`src/rtl/psic_cmd_proc.sv`:
```
// PSIC command processor: NV_MEM writes plus raw and Tco/Offset/Gain-corrected
// pressure reads. Define PSIC_CMD_TIMEOUT_EN to add a watchdog on the wait states.
module psic_cmd_proc #(
  parameter logic [2:0]  P_CHNL  = 3'd0,
  parameter logic [2:0]  T_CHNL  = 3'd1,
  parameter logic [15:0] ACK_VAL = 16'hA5A5,
  parameter logic [15:0] ERR_VAL = 16'hEEEE
`ifdef PSIC_CMD_TIMEOUT_EN
  ,
  parameter int          TIMEOUT = 4096
`endif
) (
  input  logic        clk,
  input  logic        rst_n,
  input  logic        cmd_rdy,
  input  logic [23:0] cmd,
  output logic        clr_cmd_rdy,
  output logic [15:0] resp,
  output logic        send_resp,
  input  logic        tx_done,
  output logic [2:0]  nv_addr,
  output logic [15:0] nv_wdata,
  output logic        nv_we,
  input  logic        nv_rdy,
  input  logic [15:0] nv_rdata,
  output logic [2:0]  chnl,
  output logic        strt_cnv,
  input  logic        cnv_cmplt,
  input  logic [15:0] a2d_res
);

  typedef enum logic [3:0] {
    IDLE    = 4'd0,  NV_WR   = 4'd1,  NV_WAIT = 4'd2,  RD_TCO = 4'd3,
    RD_OFF  = 4'd4,  RD_GAIN = 4'd5,  RD_LAT  = 4'd6,  CNV_P  = 4'd7,
    WAIT_P  = 4'd8,  CNV_T   = 4'd9,  WAIT_T  = 4'd10, MUL1   = 4'd11,
    ADD     = 4'd12, MUL2    = 4'd13, RESP    = 4'd14, WAIT_TX = 4'd15
  } state_t;

  state_t             state_r;
  logic [7:0]         op_r;
  logic [15:0]        data_r;
  logic signed [15:0] tco_r, off_r, gain_r, p_r, t_r, tc_r, sum_r;
  logic               clr_cmd_rdy_r, send_resp_r, nv_we_r, strt_cnv_r;
  logic [15:0]        resp_r, nv_wdata_r;
  logic [2:0]         nv_addr_r, chnl_r;

  logic signed [15:0] mul_a_s, mul_b_s;
  logic signed [31:0] prod_s, prod_sh_s;
  logic signed [17:0] add_s;
  logic               timeout_s;

  function automatic logic [15:0] sat16(input logic signed [31:0] v);
    if (v > 32'sd32767)
      return 16'h7FFF;
    else if (v < -32'sd32768)
      return 16'h8000;
    else
      return v[15:0];
  endfunction

`ifdef PSIC_CMD_TIMEOUT_EN
  localparam int CW = $clog2(TIMEOUT + 1);
  logic [CW-1:0] to_cnt_r;

  // Watchdog: counts cycles spent in a wait state; wait states are never adjacent, so leaving one clears it
  always_ff @(posedge clk or negedge rst_n) begin
    if (!rst_n)
      to_cnt_r <= {CW{1'b0}};
    else if (state_r == NV_WAIT || state_r == WAIT_P || state_r == WAIT_T)
      to_cnt_r <= to_cnt_r + CW'(1);
    else
      to_cnt_r <= {CW{1'b0}};
  end

  assign timeout_s = (to_cnt_r == CW'(TIMEOUT));
`else
  assign timeout_s = 1'b0;
`endif

  // Shared multiplier operand select: Tco*PTAT in MUL1, Gain*sum otherwise
  always_comb begin
    mul_a_s = gain_r;
    mul_b_s = sum_r;
    if (state_r == MUL1) begin
      mul_a_s = tco_r;
      mul_b_s = t_r;
    end else begin
      mul_a_s = gain_r;
      mul_b_s = sum_r;
    end
  end

  assign prod_s    = 32'(mul_a_s) * 32'(mul_b_s);
  assign prod_sh_s = prod_s >>> 5'd14;
  assign add_s     = {{2{p_r[15]}}, p_r} + {{2{off_r[15]}}, off_r} + {{2{tc_r[15]}}, tc_r};

  // Command FSM with registered outputs; entering RESP loads resp and raises send_resp
  always_ff @(posedge clk or negedge rst_n) begin
    if (!rst_n) begin
      state_r       <= IDLE;
      op_r          <= 8'h00;
      data_r        <= 16'h0000;
      tco_r         <= 16'sh0000;
      off_r         <= 16'sh0000;
      gain_r        <= 16'sh0000;
      p_r           <= 16'sh0000;
      t_r           <= 16'sh0000;
      tc_r          <= 16'sh0000;
      sum_r         <= 16'sh0000;
      clr_cmd_rdy_r <= 1'b0;
      send_resp_r   <= 1'b0;
      nv_we_r       <= 1'b0;
      strt_cnv_r    <= 1'b0;
      resp_r        <= 16'h0000;
      nv_wdata_r    <= 16'h0000;
      nv_addr_r     <= 3'd0;
      chnl_r        <= 3'd0;
    end else begin
      clr_cmd_rdy_r <= 1'b0;
      case (state_r)
        IDLE: begin
          if (cmd_rdy) begin
            op_r          <= cmd[23:16];
            data_r        <= cmd[15:0];
            clr_cmd_rdy_r <= 1'b1;
            case (cmd[23:16])
              8'h05, 8'h06, 8'h07: state_r <= NV_WR;
              8'h00: begin
                nv_addr_r <= 3'd5;
                state_r   <= RD_TCO;
              end
              8'h04: state_r <= CNV_P;
              default: begin
                resp_r      <= ERR_VAL;
                send_resp_r <= 1'b1;
                state_r     <= RESP;
              end
            endcase
          end
        end
        NV_WR: begin
          if (nv_rdy) begin
            nv_we_r    <= 1'b1;
            nv_addr_r  <= op_r[2:0];
            nv_wdata_r <= data_r;
            state_r    <= NV_WAIT;
          end
        end
        NV_WAIT: begin
          // nv_we_r still high marks the first cycle, where nv_rdy is not yet meaningful
          nv_we_r <= 1'b0;
          if (timeout_s) begin
            resp_r      <= 16'hDEAD;
            send_resp_r <= 1'b1;
            state_r     <= RESP;
          end else if (!nv_we_r && nv_rdy) begin
            resp_r      <= ACK_VAL;
            send_resp_r <= 1'b1;
            state_r     <= RESP;
          end
        end
        RD_TCO: begin
          nv_addr_r <= 3'd6;
          state_r   <= RD_OFF;
        end
        RD_OFF: begin
          tco_r     <= nv_rdata;
          nv_addr_r <= 3'd7;
          state_r   <= RD_GAIN;
        end
        RD_GAIN: begin
          off_r   <= nv_rdata;
          state_r <= RD_LAT;
        end
        RD_LAT: begin
          gain_r  <= nv_rdata;
          state_r <= CNV_P;
        end
        CNV_P: begin
          strt_cnv_r <= 1'b1;
          chnl_r     <= P_CHNL;
          state_r    <= WAIT_P;
        end
        WAIT_P: begin
          // a completion coinciding with the start pulse belongs to no conversion of ours
          strt_cnv_r <= 1'b0;
          if (timeout_s) begin
            resp_r      <= 16'hDEAD;
            send_resp_r <= 1'b1;
            state_r     <= RESP;
          end else if (!strt_cnv_r && cnv_cmplt) begin
            p_r <= a2d_res;
            if (op_r == 8'h04) begin
              resp_r      <= a2d_res;
              send_resp_r <= 1'b1;
              state_r     <= RESP;
            end else begin
              state_r <= CNV_T;
            end
          end
        end
        CNV_T: begin
          strt_cnv_r <= 1'b1;
          chnl_r     <= T_CHNL;
          state_r    <= WAIT_T;
        end
        WAIT_T: begin
          strt_cnv_r <= 1'b0;
          if (timeout_s) begin
            resp_r      <= 16'hDEAD;
            send_resp_r <= 1'b1;
            state_r     <= RESP;
          end else if (!strt_cnv_r && cnv_cmplt) begin
            t_r     <= a2d_res;
            state_r <= MUL1;
          end
        end
        MUL1: begin
          tc_r    <= sat16(prod_sh_s);
          state_r <= ADD;
        end
        ADD: begin
          sum_r   <= sat16({{14{add_s[17]}}, add_s});
          state_r <= MUL2;
        end
        MUL2: begin
          resp_r      <= sat16(prod_sh_s);
          send_resp_r <= 1'b1;
          state_r     <= RESP;
        end
        RESP: begin
          send_resp_r <= 1'b0;
          state_r     <= WAIT_TX;
        end
        WAIT_TX: begin
          if (tx_done)
            state_r <= IDLE;
        end
        default: state_r <= IDLE;
      endcase
    end
  end

  assign clr_cmd_rdy = clr_cmd_rdy_r;
  assign resp        = resp_r;
  assign send_resp   = send_resp_r;
  assign nv_addr     = nv_addr_r;
  assign nv_wdata    = nv_wdata_r;
  assign nv_we       = nv_we_r;
  assign chnl        = chnl_r;
  assign strt_cnv    = strt_cnv_r;

endmodule

```
`config.mk`:
```
export PLATFORM = sky130hd
export DESIGN_NAME = psic_cmd_proc
export DESIGN_NICKNAME = d
export VERILOG_FILES = /design/src/rtl/psic_cmd_proc.sv
export SDC_FILE = /design/constraint.sdc
export NUM_CORES = 1
export LEC_CHECK = 0
export BUFFER_PORTS_ARGS = -buffer_cell sky130_fd_sc_hd__buf_2
export CAP_MARGIN = 10
export CORE_ASPECT_RATIO = 0.6
export CORE_UTILIZATION = 55
export CTS_CLUSTER_DIAMETER = 60
export DETAILED_ROUTE_END_ITERATION = 8
export GPL_TIMING_DRIVEN = 0
export PLACE_DENSITY = 0.73
export SLEW_MARGIN = 0
export SYNTH_ARGS = -nofsm -noshare
export SYNTH_HDL_FRONTEND = slang
export SYNTH_SLANG_ARGS = --single-unit
```
`constraint.sdc`:
```
create_clock -name clk -period 23.7 [get_ports clk]
set_input_delay 2.37 -clock clk [delete_from_list [all_inputs] [get_ports clk]]
set_output_delay 2.37 -clock clk [all_outputs]
set_load 0.03 [all_outputs]
```
==> out/qor.txt <==
status = complete, no violations
die height = 143 um
die span in x = 238 um
Slew Limit Fails = 0
worst-path maximum fanout = 10
Crit path top cell by count = fa_1
starting density of the core = 56.2%
antenna violations before repair = 1
Post-synth EDFFs = 0
HP Class = register to register
Layout fillers = 2788
sum of negative setup slack = 0 ns
Sink Count = 180
post-detail-place hpwl = 45000 um
vias in the first global route = 14606
CP max stage cell = fa_1
num ports = 104
CTS Hold Bufs = 0
Synth cell types = 68
final worst-path setup slack = 12.37 ns
ys async rst share = 100%
grt peak-use layer = met1
grt met2 use = 47.2%
Synth Flop Type = dfrtp_1
Placed Instance Area = 19400 um^2
drt first pass iters = 5
Syn Inst Count = 1899
die footprint = 34100 um^2
Clock transition at path regs = 0.07 ns
Post-CTS Resized = 0
setup repair bufs after CTS = 0
GR Util met1 = 51.6%
Finished Cell Area = 20000 um^2
Worst EP required = 24.09 ns
RD Place Congestion = 0.980
CP arrival = 11.71 ns
Core Rows = 51
Max-slew headroom = 15.4%
unrepaired setup endpoints after global routing = false
CP bufs+invs = 7
post-layout min period = 11.33 ns
maximum clock frequency = 0.0883 GHz
largest stage delay on the critical path = 0.93 ns
share of cells above drive strength 1 = 13.8%
Syn. warnings = 0
largest net degree at the start of global routing = 112
wire per inst = 22.1 um
IO Port Bufs = 101
register area share after synthesis = 24.6%
Slew @ Worst Pin = 1.25 ns
Global Route Usage Sum = 34.1%
final period utilization = 47.8%
Setup Skew = 0.0123 ns
TritonCTS clock tree = built
CTS buffer count = 17
max_cap viols = 0
Post-Place Setup Slack = 12.94 ns
drt total wl = 54900 um
top cells by area, synth = fa_1 30%, dfrtp_1 25%, mux2_2 7.4%
Post-Synthesis Cell Area = 18300 um^2
Hold Vio Cnt, Final = 0
syn avg cell area = 9.64 um^2
final design utilization = 61.3%
CP top delay family = adder cells
drt drc = 0
cell accounting for the most synthesized area = fa_1
Synth top area share = 30.4%
Clock Tree Root = clkbuf_16
Overflow after GRT = 0
critical path class = register to register
M3 GR Usage = 11.6%
drt via density = 5.80
Finish-stage setup viols = 0
Worst Setup End Kind = register
first-pass GRT wire length = 85200 um
# H-tree levels = 4
Yosys reg bits = 180
Core Footprint = 32600 um^2
synthesis-to-finish area growth = 9.20%
Nets = 2458
ANT nets after route = 0
vias = 14421
n_diodes = 0
Setup crit start kind = register
initial DRC count = 1823
Clock Latency Late Sink = 0.45 ns
maximum clock path buffer count = 2
-- cell usage after synthesis, types with 12 or more instances --
master / number
a21oi_1: 56
and2_1: 24
clkbuf_1: 60
dfrtp_1: 180
fa_1: 278
ha_1: 95
inv_1: 303
mux2_2: 121
nand2_1: 259
nand3_1: 23
nor2_1: 212
nor3_1: 31
o21ai_0: 44
xnor2_1: 25
xor2_1: 12
-- layer usage --
layer  share of wire, %  wire length (um)
met2                 41             22300
met5                  0                 0
met3                 13              7370
met4                1.5               850
met1                 44             24400
-- path summary, 6_finish.rpt --
kind | start | endpoint | slack (ns) | depth (start not counted)
hold reg to reg | nv_addr[0] | nv_addr[0] | 0.49 | 1
setup / recovery | state_r[2] | tc_r[4] | 12.37 | 29
min in group asynchronous | rst_n | op_r[2] | 1.96 | 1
hold / removal | nv_addr[0] | nv_addr[0] | 0.49 | 1
setup reg to reg | state_r[2] | tc_r[4] | 12.37 | 29
max in group asynchronous | rst_n | sum_r[4] | 20.83 | 2
-- layout by cell type, fill, tap and decap left out, types with 8 or more instances in the layout --
master	n
nor2_1	212
nor3_1	30
buf_2	104
or2_2	11
dfrtp_1	180
and2_1	24
a211oi_1	8
inv_1	303
clkbuf_16	17
a21oi_1	56
xnor2_1	25
nand2_1	259
a21o_1	10
nor2b_1	9
a31oi_1	11
clkbuf_1	62
fa_1	278
xor2_1	12
nand2b_1	9
mux2_2	121
ha_1	95
nand3_1	23
o21ai_0	44
-- sequential cells by signal, indices dropped and copies added, names as in the netlist, 3 cells and up --
signal,flops
data_r,16
resp,16
gain_r,16
p_r,16
op_r,8
t_r,16
state_r,4
nv_addr,3
sum_r,16
tc_r,16
nv_wdata,16
tco_r,16
off_r,16
-- through the flow --
step / instances / hold WS [ns]
2_1_floorplan: 1900 / 0.450
3_3_place_gp: 2451 / 0.464
3_5_place_dp: 2452 / 0.477
4_1_cts: 2483 / 0.495
5_1_grt: 2485 / 0.508
6_report: 2485 / 0.488
-- kinds of logic after synthesis --
group,after synthesis,synth area share [%]
fa+ha+maj,373,36.9
buf+inv,376,7.88
simple gates,612,14.2
compound gates,191,6.77
other cells,1,0.0205
mux,128,7.82
xor+xnor,38,1.86
flops,180,24.6
-- layout make-up --
cell class,count,area (um^2),share of cell area [%]
Buffer,73,305,1.53
Tap cell,450,563,2.82
Sequential cell,180,4500,22.5
Clock buffer,19,433,2.16
Inverter,303,1140,5.69
Multi-Input combinational cell,1344,12400,61.9
Timing Repair Buffer,104,558,2.79
Clock inverter,12,121,0.607
-- worst reg2reg max path, delay by kind of cell, from the launching register on --
kind,cells,cell delay [ns]
AOI/OAI and AO/OA,5,1.88
xor gates and xnor gates,1,0.62
adders and majority gates,7,3.85
buffers and inverters,7,1.93
DFF,1,0.37
muxes,1,0.28
and+or+nand+nor,8,2.33
Power is not shown: default switching activity piles up to over one toggle a cycle in this logic, so the estimate is an artifact.
